**src/rtl/or_logic_unit_seq_if.sv**
```systemverilog
`default_nettype none
// ============================================================================
// or_logic_unit_seq_if : start/operand/result bundle for or_logic_unit_seq
// Rev 1.0
// ============================================================================
interface or_logic_unit_seq_if #(
  parameter int WIDTH = 8
);
  logic             start;
  logic [1:0]       op;
  logic [WIDTH-1:0] a;
  logic [WIDTH-1:0] b;
  logic             busy;
  logic             done;
  logic [WIDTH-1:0] y;
  logic             zero;

  modport master (output start, op, a, b, input busy, done, y, zero);
  modport slave  (input start, op, a, b, output busy, done, y, zero);
endinterface
`default_nettype wire

```
**src/rtl/or_logic_unit_seq.sv**
```systemverilog
`default_nettype none
// ============================================================================
// or_logic_unit_seq : multi-cycle bitwise logic unit, SLICE bits per clock
// Rev 1.0
// ============================================================================
module or_logic_unit_seq #(
  parameter int WIDTH = 8,
  parameter int SLICE = 4
) (
  input  logic                  clk,
  input  logic                  rst_n,
  or_logic_unit_seq_if.slave    bus
);

  localparam int NSLICE = WIDTH / SLICE;
  localparam int CNT_W  = (NSLICE > 1) ? $clog2(NSLICE) : 1;
  localparam logic [CNT_W-1:0] CNT_LAST = CNT_W'(NSLICE - 1);

  localparam logic [1:0] OP_OR  = 2'b00;
  localparam logic [1:0] OP_AND = 2'b01;
  localparam logic [1:0] OP_XOR = 2'b10;
  localparam logic [1:0] OP_NOR = 2'b11;

  typedef enum logic [1:0] {
    S_IDLE = 2'd0,
    S_BUSY = 2'd1,
    S_DONE = 2'd2
  } state_e;

  state_e             state_q, state_d;
  logic [CNT_W-1:0]   cnt_q,   cnt_d;
  logic [WIDTH-1:0]   a_q,     a_d;
  logic [WIDTH-1:0]   b_q,     b_d;
  logic [1:0]         op_q,    op_d;
  logic [WIDTH-1:0]   r_q,     r_d;
  logic [WIDTH-1:0]   y_q,     y_d;
  logic               zero_q,  zero_d;

  logic [SLICE-1:0]   slice_res [NSLICE];
  logic [WIDTH-1:0]   r_merged;

  function automatic logic [SLICE-1:0] slice_op(
    input logic [1:0]       op,
    input logic [SLICE-1:0] sa,
    input logic [SLICE-1:0] sb
  );
    logic [SLICE-1:0] res;
    case (op)
      OP_OR:   res = sa | sb;
      OP_AND:  res = sa & sb;
      OP_XOR:  res = sa ^ sb;
      OP_NOR:  res = ~(sa | sb);
      default: res = '0;
    endcase
    return res;
  endfunction

  // Every slice has its own independent logic cell; the counter only picks which one is committed.
  for (genvar s = 0; s < NSLICE; s++) begin : g_slice
    assign slice_res[s] = slice_op(op_q, a_q[s*SLICE +: SLICE], b_q[s*SLICE +: SLICE]);
  end

  always_comb begin
    r_merged = r_q;
    for (int s = 0; s < NSLICE; s++) begin
      if (cnt_q == CNT_W'(s)) begin
        r_merged[s*SLICE +: SLICE] = slice_res[s];
      end
    end
  end

  always_ff @(posedge clk or negedge rst_n) begin
    if (!rst_n) begin
      state_q <= S_IDLE;
      cnt_q   <= '0;
      a_q     <= '0;
      b_q     <= '0;
      op_q    <= '0;
      r_q     <= '0;
      y_q     <= '0;
      zero_q  <= 1'b1;
    end else begin
      state_q <= state_d;
      cnt_q   <= cnt_d;
      a_q     <= a_d;
      b_q     <= b_d;
      op_q    <= op_d;
      r_q     <= r_d;
      y_q     <= y_d;
      zero_q  <= zero_d;
    end
  end

  always_comb begin
    state_d = state_q;
    cnt_d   = cnt_q;
    a_d     = a_q;
    b_d     = b_q;
    op_d    = op_q;
    r_d     = r_q;
    y_d     = y_q;
    zero_d  = zero_q;
    case (state_q)
      S_IDLE: begin
        if (bus.start) begin
          state_d = S_BUSY;
          a_d     = bus.a;
          b_d     = bus.b;
          op_d    = bus.op;
          cnt_d   = '0;
          r_d     = '0;
        end
      end
      S_BUSY: begin
        r_d = r_merged;
        if (cnt_q == CNT_LAST) begin
          // y/zero are only published here so they stay stable for the whole operation.
          state_d = S_DONE;
          cnt_d   = '0;
          y_d     = r_merged;
          zero_d  = (r_merged == '0);
        end else begin
          cnt_d = cnt_q + 1'b1;
        end
      end
      S_DONE:  state_d = S_IDLE;
      default: state_d = S_IDLE;
    endcase
  end

  assign bus.busy = (state_q != S_IDLE);
  assign bus.done = (state_q == S_DONE);
  assign bus.y    = y_q;
  assign bus.zero = zero_q;

endmodule
`default_nettype wire
```
**src/flat_wrapper.sv**
```systemverilog
// flat-port wrapper written by rule: the top's interface ports become plain ports
module or_logic_unit_seq_flat 
#(
  parameter int WIDTH = 8,
  parameter int SLICE = 4
)
  (clk, rst_n, bus_start, bus_op, bus_a, bus_b, bus_busy, bus_done, bus_y, bus_zero);
  or_logic_unit_seq_if #(.WIDTH(WIDTH)) bus_i ();
  input  logic clk;
  input  logic rst_n;
  input wire logic [$bits(bus_i.start)-1:0] bus_start;
  input wire logic [$bits(bus_i.op)-1:0] bus_op;
  input wire logic [$bits(bus_i.a)-1:0] bus_a;
  input wire logic [$bits(bus_i.b)-1:0] bus_b;
  output wire logic [$bits(bus_i.busy)-1:0] bus_busy;
  output wire logic [$bits(bus_i.done)-1:0] bus_done;
  output wire logic [$bits(bus_i.y)-1:0] bus_y;
  output wire logic [$bits(bus_i.zero)-1:0] bus_zero;
  assign bus_i.start = bus_start;
  assign bus_i.op = bus_op;
  assign bus_i.a = bus_a;
  assign bus_i.b = bus_b;
  assign bus_busy = bus_i.busy;
  assign bus_done = bus_i.done;
  assign bus_y = bus_i.y;
  assign bus_zero = bus_i.zero;
  or_logic_unit_seq #(.WIDTH(WIDTH), .SLICE(SLICE)) u_core (.clk(clk), .rst_n(rst_n), .bus(bus_i));
endmodule
```
**config.mk**
```make
export PLATFORM = sky130hd
export DESIGN_NAME = or_logic_unit_seq_flat
export DESIGN_NICKNAME = d
export VERILOG_FILES = /design/src/rtl/or_logic_unit_seq_if.sv /design/src/rtl/or_logic_unit_seq.sv /design/src/flat_wrapper.sv
export SDC_FILE = /design/constraint.sdc
export NUM_CORES = 1
export LEC_CHECK = 0
export CAP_MARGIN = 10
export CORE_ASPECT_RATIO = 1.75
export CORE_MARGIN = 2
export CORE_UTILIZATION = 47
export CTS_BUF_LIST = sky130_fd_sc_hd__clkbuf_4 sky130_fd_sc_hd__clkbuf_8
export DETAILED_ROUTE_END_ITERATION = 12
export GPL_ROUTABILITY_DRIVEN = 1
export GPL_TIMING_DRIVEN = 0
export HOLD_SLACK_MARGIN = 0.08
export PLACE_DENSITY = 0.72
export SYNTH_ARGS = -nofsm -noshare
export SYNTH_HDL_FRONTEND = slang
export SYNTH_SLANG_ARGS = --single-unit
```
**constraint.sdc**
```tcl
create_clock -name clk -period 2 [get_ports clk]
set_clock_uncertainty 0.15 [all_clocks]
set_input_delay 0.2 -clock clk [delete_from_list [all_inputs] [get_ports clk]]
set_output_delay 0.2 -clock clk [all_outputs]
set_load 0.01 [all_outputs]
```
# Word-level counts from Yosys, hierarchy flattened

Index checks and enable logic that the tools add are counted.

Flip-flop bits (word level): 38
Input port bits: 21
Output and inout port bits: 11
Word-level logic and storage cells: 45

$add $sub $neg: 1
Equality and inequality tests: 7
Mux-type cells: 12
Bitwise logic cells: 8
Reduce and logical (&&, ||, !) cells: 9

Operator list:

| cell                                                 | number |
|---|---|
| one-hot mux 4 bit (4 select lines)                   | 2 |
| one-hot mux 8 bit (2 select lines)                   | 1 |
| bitwise AND 4 bit                                    | 2 |
| logical NOT 8 bit                                    | 1 |
| 2-to-1 mux 4 bit                                     | 2 |
| 2-to-1 mux 8 bit                                     | 1 |
| NOT 4 bit                                            | 2 |
| bitwise OR 4 bit                                     | 2 |
| AND reduction 2 bit                                  | 4 |
| bitwise XOR 4 bit                                    | 2 |
| equality test 2 bit (second input constant)          | 3 |
| equality test 2 x 1 -> 1 bit (second input constant) | 2 |
| logical NOT 2 bit                                    | 2 |
| 2-to-1 mux 2 bit                                     | 2 |
| one-hot mux 2 bit (2 select lines)                   | 1 |
| nonzero test 2 bit                                   | 2 |
| 2-to-1 mux 1 bit                                     | 2 |
| != test 2 x 1 -> 1 bit (second input constant)       | 1 |
| != test 2 bit (second input constant)                | 1 |
| one-hot mux 1 bit (2 select lines)                   | 1 |
| adder 1 bit (second input constant)                  | 1 |

# Longest topological paths before layout

Gate-level depths: netlist of the first run.

Depth after elaboration: 5
Mapped depth: 7
Mapped depth without buffers: 7

# Worst setup path before layout of the first run

No wires, ideal clock.

Path kind: reg2reg
From: register u_core.b_q[3]
To: register u_core.r_q[3]
Setup time: 0.121 ns
Data arrival time: 1.346 ns
Slack: 0.383 ns
Stages on the path, launching flop included: 8
Cell sequence: dfrtp_1 -> inv_1 -> ha_1 -> mux2_1 -> nand2_1 -> o21ai_1 -> a22o_1 -> a22o_1

Word-level cells in the longest chain between the ends: 5
Elaborated cells between the ends (all ways): 7
Classes of those cells: mux (3); bitwise (4)

RTL lines:

| item                                   | RTL line                                         | RTL |
|---|---|---|
| from (decl)                            | or_logic_unit_seq.sv:33                          | `logic [WIDTH-1:0] b_q, b_d;` |
| from (signal assigned)                 | or_logic_unit_seq.sv:77                          | `b_q <= '0;` |
| from (signal assigned)                 | or_logic_unit_seq.sv:86                          | `b_q <= b_d;` |
| bitwise OR 4 bit                       | or_logic_unit_seq.sv:49, or_logic_unit_seq.sv:52 |  |
| NOT 4 bit                              | or_logic_unit_seq.sv:52                          | `OP_NOR: res = ~(sa \| sb);` |
| one-hot mux 4 bit (4 select lines) (*) | or_logic_unit_seq.sv:48                          | `case (op)` |
| 2-to-1 mux 4 bit (*)                   | or_logic_unit_seq.sv:66                          | `if (cnt_q == CNT_W'(s)) begin` |
| one-hot mux 8 bit (2 select lines) (*) | or_logic_unit_seq.sv:103                         | `case (state_q)` |
| to (signal assigned)                   | or_logic_unit_seq.sv:88                          | `r_q <= r_d;` |
| to (decl)                              | or_logic_unit_seq.sv:35                          | `logic [WIDTH-1:0] r_q, r_d;` |

Mark *: on every way between the ends. The rest lies on a longest branch, timed or not.
A chain may end at the register's enable or synchronous reset.

# Worst setup path after layout of the first run

From: register u_core.state_q[0]
To: output port bus_done

Word-level cells in the longest chain between the ends: 1

RTL lines:

| item                   | RTL line                 | RTL |
|---|---|---|
| from (decl)            | or_logic_unit_seq.sv:30  | `state_e state_q, state_d;` |
| from (signal assigned) | or_logic_unit_seq.sv:83  | `state_q <= state_d;` |
| equality test 2 bit    | or_logic_unit_seq.sv:132 | `assign bus.done = (state_q == S_DONE);` |
| to (decl)              | flat_wrapper.sv:16       | `output wire logic [$bits(bus_i.done)-1:0] bus_done;` |

Every way passes these cells.

==> flow_summary_export.csv, run 1 <==
group,metric,value,unit
finish,nets,276,
finish,diodes,0,
yosys,syn-mean-instance-area,9.61,um^2
yosys,synth_top_family_by_area,"compound AO/OA/AOI/OAI gates",
clock_network,path_clk_slew,70,ps
route,wl_met3,106,um
status,outcome,"complete, no violations",
clock_network,cts_tree,"done",
route,drc,0,
setup_path,startpoint,"u_core.state_q[0]$_DFFE_PN0P_",
timing,rsz0062_at_grt,"false",
route,vias_per_cell,5.03,
floorplan,die_y,88.6,um
setup_path,ff2ff_path_depth,7,
yosys,synth_fa_ha_area_share,10.4,%
clock_network,h-tree-depth,2,
hold_path,hold_path.class,"in2reg",
route,vias,1450,
route,wl_met1,1480,um
floorplan,initial_core_util,49.2,%
timing,slew_viol_final,0,
yosys,synth_edf_count,0,
power_and_ir_drop,peakVddDrop,0.000831,V
clock_network,clock-root-buffer,"clkbuf_8",
clock_network,postCtsSetupRepairBufs,0,
floorplan,num_rows,30,
setup_path,crit_type,"reg2out",
floorplan,dieArea,4640,um^2
setup_path,reg2reg_slack,240,ps
route,ant_nets,0,
clock_network,clockBufferDepth,2,
timing,finalHoldViolations,0,
power_and_ir_drop,power_per_cell_area,1560,nW/um^2
yosys,syn_inst,200,
yosys,synth.net_count,237,
route,top_layer,"met4",
timing,fmax,548,MHz
finish,mostFrequentLayoutCells,"dfrtp_1 (33), clkdlybuf4s50_1 (30), nand2_1 (29)",
clock_network,cts-buffers-inserted,5,
finish,layout_commonest_cell,"dfrtp_1",
clock_network,hold_buffers,1,
setup_path,timing.critical_path.to,"bus_done",
grt,grt_pass1_wl,6270,um
timing,fin_crit,1830,ps
grt,track_usage,18.4,%
yosys,yosysWarnings,0,
setup_path,path_max_fanout,6,
yosys,ys_async_sr_fraction,100,%
yosys,synth-compound-area-share,17.5,%
timing,period_share,91.3,%
setup_path,r2r-start,"u_core.b_q[4]$_DFFE_PN0P_",
placement,hpwl,2710,um
flow_run,maxCapViolCount,0,
route,first_pass_iters,4,
yosys,synth.area.mux_share,6.84,%
timing,slew_headroom,50.4,%
yosys,ys_ff_latch,34,
setup_path,r2r-end,"u_core.bus.zero$_DFFE_PN1P_",
yosys,ys.flop_type,"dfrtp_1",
grt,grt_max_degree,35,
placement,io_buffers,31,
route,wl_met2,1940,um
yosys,synth_xor_area_share,0,%
setup_path,cp.required,1650,ps
grt,antenna_found_initial,0,
route,routedWlPerCell,12.4,um
clock_network,cts_resized,0,
clock_network,clk_latency,280,ps
grt,overflow,0,
finish,drive_gt1_share,14.6,%
power_and_ir_drop,p_leak,0.00113,uW
finish,area_delta_synth_final,24.6,%
setup_path,critPathLaunchType,"flop",
finish,utilization,61.3,%
power_and_ir_drop,power.total,3740,uW
timing,tightestPinTransition,743,ps
yosys,netlist_area,1920,um^2
setup_path,arrival,1480,ps
floorplan,die_w,52.3,um
grt,grt_pass1_vias,1444,
floorplan,core_area,3900,um^2
yosys,synth.yosys.seq_area_share,44.3,%
timing,setup_viol,0,
clock_network,cts_sinks,34,
setup_path,cp-end-kind,"primary output",
floorplan,io_pins,32,
route,drt-total-wl,3580,um
yosys,synth-simple-area-share,12.9,%
placement,place_congestion,0.787,
route,drtIter0Drc,41,
yosys,ys_types,37,
metrics by stage:
step	std cells	area (um^2)	hold WS [ps]	TNS (ps)	setup slack, ps
detailed placement	279	2290	165	0	219
CTS	288	2390	295	0	167
floorplan	200	1920	-246	0	383
finish	288	2390	302	0	175
global route	288	2390	320	0	64.4
global placement	279	2290	311	-4290	-132
state kept, by name, indices dropped and copies added (netlist names):
register and cells:
u_core.a_q 8, u_core.b_q 8, u_core.bus.y 8, u_core.bus.zero 1
u_core.cnt_q 1, u_core.op_q 2, u_core.r_q 4, u_core.state_q 2
report_power, final:
part,internal [uW],switching [uW]
Clock,307,228
Sequential,1000,183
Combinational,966,1050
Total,2270,1460
cells in the mapped netlist, types with 3 or more instances:
cell type / instances / area (um^2)
a22o_1: 5 / 43.8
buf_2: 6 / 30.0
buf_6: 3 / 33.8
dfrtp_1: 33 / 826
ha_1: 16 / 200
inv_1: 21 / 78.8
mux2_2: 8 / 90.1
mux2i_1: 3 / 30.0
nand2_1: 29 / 109
nand2b_1: 3 / 18.8
nor2_1: 8 / 30.0
nor2b_1: 4 / 25.0
o21ai_0: 21 / 105
o21ai_1: 9 / 45.0
layer usage:
layer	GRT usage (%)	up-vias
met3	4.05	4
met4	7.69	0
li1	-	748
met1	20.3	674
met5	0	-
met2	33.0	24
kinds of logic after synthesis:
kind of cell / after synthesis
AOI/OAI and AO/OA: 52
buffers and inverters: 32
adders and majority gates: 16
and+or+nand+nor: 54
DFF: 34
muxes: 12
final cells by class:
type | instances | area (um^2)
fill | 352 | 1510
multi-input combinational | 134 | 916
sequential | 34 | 852
timing repair buffer | 32 | 315
clock buffer | 8 | 97.6
inverter | 22 | 82.6
buffer | 10 | 71.3
tap | 48 | 60.1
worst max-delay path, stage by stage, from the launching register on:
cell	delay (ps)
dfrtp_1	380
buf_2	160
nor2_1	120
clkdlybuf4s50_1	540
worst min-delay path by stage:
stage | slack (ps) | cells past startpoint | from | to
floorplan | -250 | 0 | rst_n | u_core.a_q[0]$_DFFE_PN0P_
global placement | 310 | 2 | u_core.bus.y[6]$_DFFE_PN0P_ | u_core.bus.y[6]$_DFFE_PN0P_
detailed placement | 160 | 1 | rst_n | u_core.a_q[4]$_DFFE_PN0P_
CTS | 300 | 3 | bus_b[5] | u_core.b_q[5]$_DFFE_PN0P_
global route | 320 | 3 | bus_a[1] | u_core.a_q[1]$_DFFE_PN0P_
finish | 300 | 3 | bus_b[5] | u_core.b_q[5]$_DFFE_PN0P_
(Power assumes the default switching activity.)
==> run 2: changes to the inputs <==
==> constraint.sdc (replaced) <==
create_clock -name clk -period 1.85 [get_ports clk]
set_clock_uncertainty 0.15 [all_clocks]
set_input_delay 0.185 -clock clk [delete_from_list [all_inputs] [get_ports clk]]
set_output_delay 0.185 -clock clk [all_outputs]
set_load 0.01 [all_outputs]
==> run 2 against run 1 <==
Via count is 0.97% higher; first-iteration DRC count decreased by 7.3%; sequential power up 9%; sequential share of layout area decreased by 0.76 points; final area increased by 2.2%; core utilization is 1.3 points higher; register-to-register slack worse by 190 ps; die area is the same; critical path depth grew 4; total power grew 12%; clock power rose by 8.2%.
==> flow_summary_export.csv, run 2 (same netlist as run 1, synthesis figures left out) <==
group,metric,value,unit
finish,area_delta_synth_final,27.3,%
power_and_ir_drop,peakVddDrop,0.000913,V
grt,overflow,0,
setup_path,arrival,1830,ps
clock_network,cts-buffers-inserted,5,
finish,instances_no_fill,291,
finish,nets,279,
timing,period_share,97.1,%
power_and_ir_drop,p_leak,0.00117,uW
finish,mostFrequentLayoutCells,"dfrtp_1 (33), nand2_1 (29), clkdlybuf4s50_1 (28)",
floorplan,io_pins,32,
placement,io_buffers,31,
setup_path,path_max_fanout,2,
finish,layout_commonest_cell,"dfrtp_1",
route,drtIter0Drc,38,
setup_path,critPathLaunchType,"flop",
hold_path,hold_path.class,"in2reg",
finish,final_area,2450,um^2
timing,fin_crit,1800,ps
flow_run,maxCapViolCount,0,
timing,finalWorstSetupSlack,52.8,ps
route,ant_nets,0,
route,routedWlPerCell,12.5,um
finish,seqCellArea,852,um^2
finish,diodes,0,
setup_path,cpPeakStageDelay,390,ps
placement,dp.cells,279,
floorplan,initial_core_util,49.2,%
grt,grt_max_degree,35,
power_and_ir_drop,p_seq_share,30.8,%
setup_path,crit_type,"reg2reg",
route,first_pass_iters,4,
clock_network,clock-root-buffer,"clkbuf_8",
finish,drive_gt1_share,18.1,%
finish,multi_input_area,941,um^2
placement,dp_slack,69.3,ps
grt,antenna_found_initial,0,
route,drc,0,
power_and_ir_drop,power_switching,1630,uW
setup_path,cp.required,1890,ps
grt,track_usage,18.4,%
clock_network,clk_latency,280,ps
placement,hpwl,2710,um
floorplan,dieArea,4640,um^2
timing,slew_headroom,50.8,%
timing,finalHoldViolations,0,
timing,fmax,556,MHz
route,drt-total-wl,3620,um
power_and_ir_drop,swShare,38.9,%
floorplan,die_y,88.6,um
timing,tightestPinTransition,738,ps
power_and_ir_drop,power_per_cell_area,1710,nW/um^2
placement,place_congestion,0.787,
timing,setup_viol,0,
timing,rsz0062_at_grt,"true",
clock_network,cts_tree,"done",
setup_path,critPathSlowestCell,"dfrtp_1",
route,vias_per_cell,5.03,
power_and_ir_drop,p_clk_share,13.9,%
setup_path,cp-end-kind,"flop",
setup_path,path_cells,"inv_2, ha_4, o211ai_2, o31ai_1, o21ai_1, nand3_1, o41ai_2",
clock_network,h-tree-depth,2,
clock_network,path_clk_slew,70,ps
clock_network,clockBufferDepth,2,
grt,grt_pass1_vias,1444,
timing,setup_tns,0,ps
route,vias,1464,
floorplan,die_w,52.3,um
finish,fill_cells,348,
clock_network,cts_sinks,34,
floorplan,num_rows,30,
floorplan,core_area,3900,um^2
finish,utilization,62.7,%
status,outcome,"complete, no violations",
timing,slew_viol_final,0,
power_and_ir_drop,share_comb_of_total_power,55.4,%
power_and_ir_drop,power.internal,2560,uW
placement,place_area,2290,um^2
grt,grt_pass1_wl,6270,um
[run 2: changes by cell type in the layout (fill, tap and decap cells not counted), sizes merged]
cell / delta
buf: +3
clkdlybuf4s50: -2
dlymetal6s2s: +2
[run 2: worst paths after layout]
path                                             start                           to  slack [ps]  cells after the start
max reg2reg                  u_core.b_q[4]$_DFFE_PN0P_  u_core.bus.zero$_DFFE_PN1P_          50                      7
max in group asynchronous                        rst_n  u_core.bus.y[5]$_DFFE_PN0P_         720                      2
min reg2reg                u_core.bus.y[4]$_DFFE_PN0P_  u_core.bus.y[4]$_DFFE_PN0P_         330                      1
min in group asynchronous                        rst_n    u_core.a_q[6]$_DFFE_PN0P_         350                      2
max                          u_core.b_q[4]$_DFFE_PN0P_  u_core.bus.zero$_DFFE_PN1P_          50                      7
min                                           bus_b[5]    u_core.b_q[5]$_DFFE_PN0P_         290                      3
[run 2: cell type report]
cell class              instances  share of cell area, %
multi-input cells             134                   38.4
flip-flops and latches         34                   34.8
plain buffers                  10                   2.91
repair buffers                 35                   14.0
clock buffers                   8                   3.99
well taps                      48                   2.45
inverters                      22                   3.37
[run 2: critical path: cells and delay by family (launching register included)]
family | cells | cell delay, ps
buf+inv | 1 | 80
flops | 1 | 390
compound gates | 4 | 710
fa+ha+maj | 1 | 200
simple gates | 1 | 150
[run 2: through the flow]
stage               total power [uW]  hold slack (ps)
global placement                3430              311
global route                    4590              305
floorplan                       2860             -261
finish                          4180              286
detailed placement              3480              150
CTS                             4090              280
[run 2: per-layer routing]
metal	GRT usage (%)	up-vias	routed length, um
met5	0	-	0
met4	7.69	0	74
met3	4.05	6	112
met2	33.0	26	1940
met1	20.3	675	1500
li1	-	757	-
[run 2: repair_timing]
| item | CTS | global route |
|---|---|---|
| hold endpoints to repair | 33 | 0 |
| hold buffers | 1 | 0 |
| buffers inserted | 0 | 3 |
| resized for setup | 0 | 8 |
| setup endpoints to repair | 0 | 3 |
[run 2: power groups by stage]
| stage | registers [uW] | clock network (uW) | logic [uW] |
|---|---|---|---|
| floorplan | 1290 | 0 | 1580 |
| global placement | 1280 | 0 | 2150 |
| detailed placement | 1300 | 0 | 2190 |
| CTS | 1280 | 598 | 2210 |
| global route | 1330 | 636 | 2620 |
| finish | 1290 | 580 | 2320 |
==> run 3: changes to the inputs <==
==> constraint.sdc (replaced) <==
create_clock -name clk -period 1.85 [get_ports clk]
set_clock_uncertainty 0.15 [all_clocks]
set_input_delay 0.37 -clock clk [delete_from_list [all_inputs] [get_ports clk]]
set_output_delay 0.37 -clock clk [all_outputs]
set_load 0.01 [all_outputs]
==> run 3 against run 2 <==
Core utilization increased by 0.26 points; register-to-register slack about the same; fmax increased by 0.28%; first-iteration DRC count decreased by 2.6%; combinational power about the same; count of clock-buffer cells in the layout unchanged; sequential power about the same; via count increased by 1.6%; total power increased by 0.72%; global-route usage unchanged; cell count increased by 0.69%; final area increased by 0.41%; critical endpoint unchanged; highest routed layer unchanged.
==> flow_summary_export.csv, run 3 (same netlist as run 1, synthesis figures left out) <==
group,metric,value,unit
power_and_ir_drop,power_per_cell_area,1720,nW/um^2
floorplan,num_rows,30,
finish,area_delta_synth_final,27.9,%
clock_network,path_clk_slew,60,ps
floorplan,dieArea,4640,um^2
flow_run,maxCapViolCount,0,
route,drc,0,
placement,hpwl,2710,um
grt,grt_max_degree,35,
power_and_ir_drop,power_switching,1630,uW
grt,grt_pass1_wl,6270,um
timing,finalHoldViolations,0,
power_and_ir_drop,p_clk_share,13.7,%
clock_network,h-tree-depth,2,
finish,drive_gt1_share,19.6,%
clock_network,cts_sinks,34,
route,vias,1487,
grt,antenna_found_initial,0,
timing,slew_viol_final,0,
floorplan,io_pins,32,
timing,tightestPinTransition,741,ps
timing,setup_tns,0,ps
finish,diodes,0,
setup_path,cp.required,1880,ps
clock_network,clk_latency,280,ps
hold_path,hold_path.class,"reg2reg",
route,first_pass_iters,4,
placement,place_congestion,0.787,
placement,io_buffers,31,
timing,setup_viol,0,
grt,overflow,0,
timing,slew_headroom,50.6,%
hold_path,min_from,"u_core.bus.y[4]$_DFFE_PN0P_",
power_and_ir_drop,power.total,4210,uW
power_and_ir_drop,share_comb_of_total_power,55.6,%
route,vias_per_cell,5.08,
route,drtIter0Drc,37,
power_and_ir_drop,power.internal,2580,uW
floorplan,die_w,52.3,um
clock_network,cts-buffers-inserted,5,
setup_path,cp-end-kind,"flop",
timing,fmax,558,MHz
timing,period_share,96.9,%
power_and_ir_drop,peakVddDrop,0.000923,V
power_and_ir_drop,swShare,38.7,%
setup_path,arrival,1830,ps
power_and_ir_drop,p_seq_share,30.6,%
setup_path,r2r-start,"u_core.b_q[4]$_DFFE_PN0P_",
floorplan,die_y,88.6,um
setup_path,crit_type,"reg2reg",
power_and_ir_drop,p_leak,0.00116,uW
route,drt-total-wl,3650,um
grt,track_usage,18.4,%
route,routedWlPerCell,12.4,um
floorplan,initial_core_util,49.2,%
placement,dp_slack,-66.9,ps
finish,layout_commonest_cell,"dfrtp_1",
setup_path,startpoint,"u_core.b_q[4]$_DFFE_PN0P_",
timing,fin_crit,1790,ps
route,ant_nets,0,
placement,place_area,2290,um^2
floorplan,core_area,3900,um^2
timing,finalWorstSetupSlack,57.9,ps
grt,grt_pass1_vias,1444,
clock_network,clockBufferDepth,2,
finish,mostFrequentLayoutCells,"dfrtp_1 (32), nand2_1 (29), clkdlybuf4s50_1 (27)",
timing,fin_hold_ws,330,ps
setup_path,path_max_fanout,2,
timing,rsz0062_at_grt,"true",
status,outcome,"complete, no violations",
finish,final_area,2460,um^2
finish,nets,281,
clock_network,clock-root-buffer,"clkbuf_8",
setup_path,critPathLaunchType,"flop",
clock_network,cts_tree,"done",
-- run 3: area by class of cell --
cell class / count / area (um^2)
buffer: 10 / 71.3
clock buffer: 8 / 97.6
fill: 347 / 1450
inverter: 22 / 82.6
multi-input combinational: 134 / 943
sequential: 34 / 853
tap: 48 / 60.1
timing repair buffer: 37 / 349
-- run 3: through the flow --
step | instances | utilization [%]
after floorplan | 200 | -
after global placement | 279 | 58.7
after detailed placement | 279 | 58.6
after CTS | 288 | 61.3
after global routing | 293 | 62.9
final | 293 | 62.9
-- run 3: worst paths after layout --
path                                               end  slack, ps  depth (start not counted)
hold / removal             u_core.bus.y[4]$_DFFE_PN0P_        330                          1
setup reg to reg           u_core.bus.zero$_DFFE_PN1P_         60                          7
setup / recovery           u_core.bus.zero$_DFFE_PN1P_         60                          7
max in group asynchronous   u_core.op_q[0]$_DFFE_PN0P_        500                          2
min in group asynchronous    u_core.a_q[6]$_DFFE_PN0P_        540                          2
hold reg to reg            u_core.bus.y[4]$_DFFE_PN0P_        330                          1
-- run 3: critical path, cell delays in order (launching register included) --
cell      delay [ps]
dfrtp_1          400
inv_2             80
ha_4             200
o211ai_2         150
o31ai_1           80
o21ai_1          200
nand3_1          150
o41ai_2          280
-- run 3: layer usage --
| layer | share of wire (%) | wire length, um | track usage, % | up-vias |
|---|---|---|---|---|
| met5 | 0 | 0 | 0 | - |
| met4 | 1.1 | 40 | 7.69 | 0 |
| met2 | 54 | 1990 | 33.0 | 26 |
| li1 | - | - | - | 763 |
| met1 | 41 | 1510 | 20.3 | 696 |
| met3 | 3.1 | 113 | 4.05 | 2 |
-- run 3: what timing repair did --
item	in CTS	in global routing
gates resized for setup	3	8
endpoints found under the hold margin	33	0
hold buffers	1	0
buffers inserted	0	5
gates cloned	0	0
setup endpoints to repair	3	2
pin swaps	0	4
-- run 3: power groups by stage --
stage	Clock, uW	Sequential, uW	Combinational, uW
2_1_floorplan	0	1290	1580
3_3_place_gp	0	1280	2150
3_5_place_dp	0	1300	2190
4_1_cts	598	1280	2190
5_1_grt	636	1330	2660
6_report	579	1290	2340
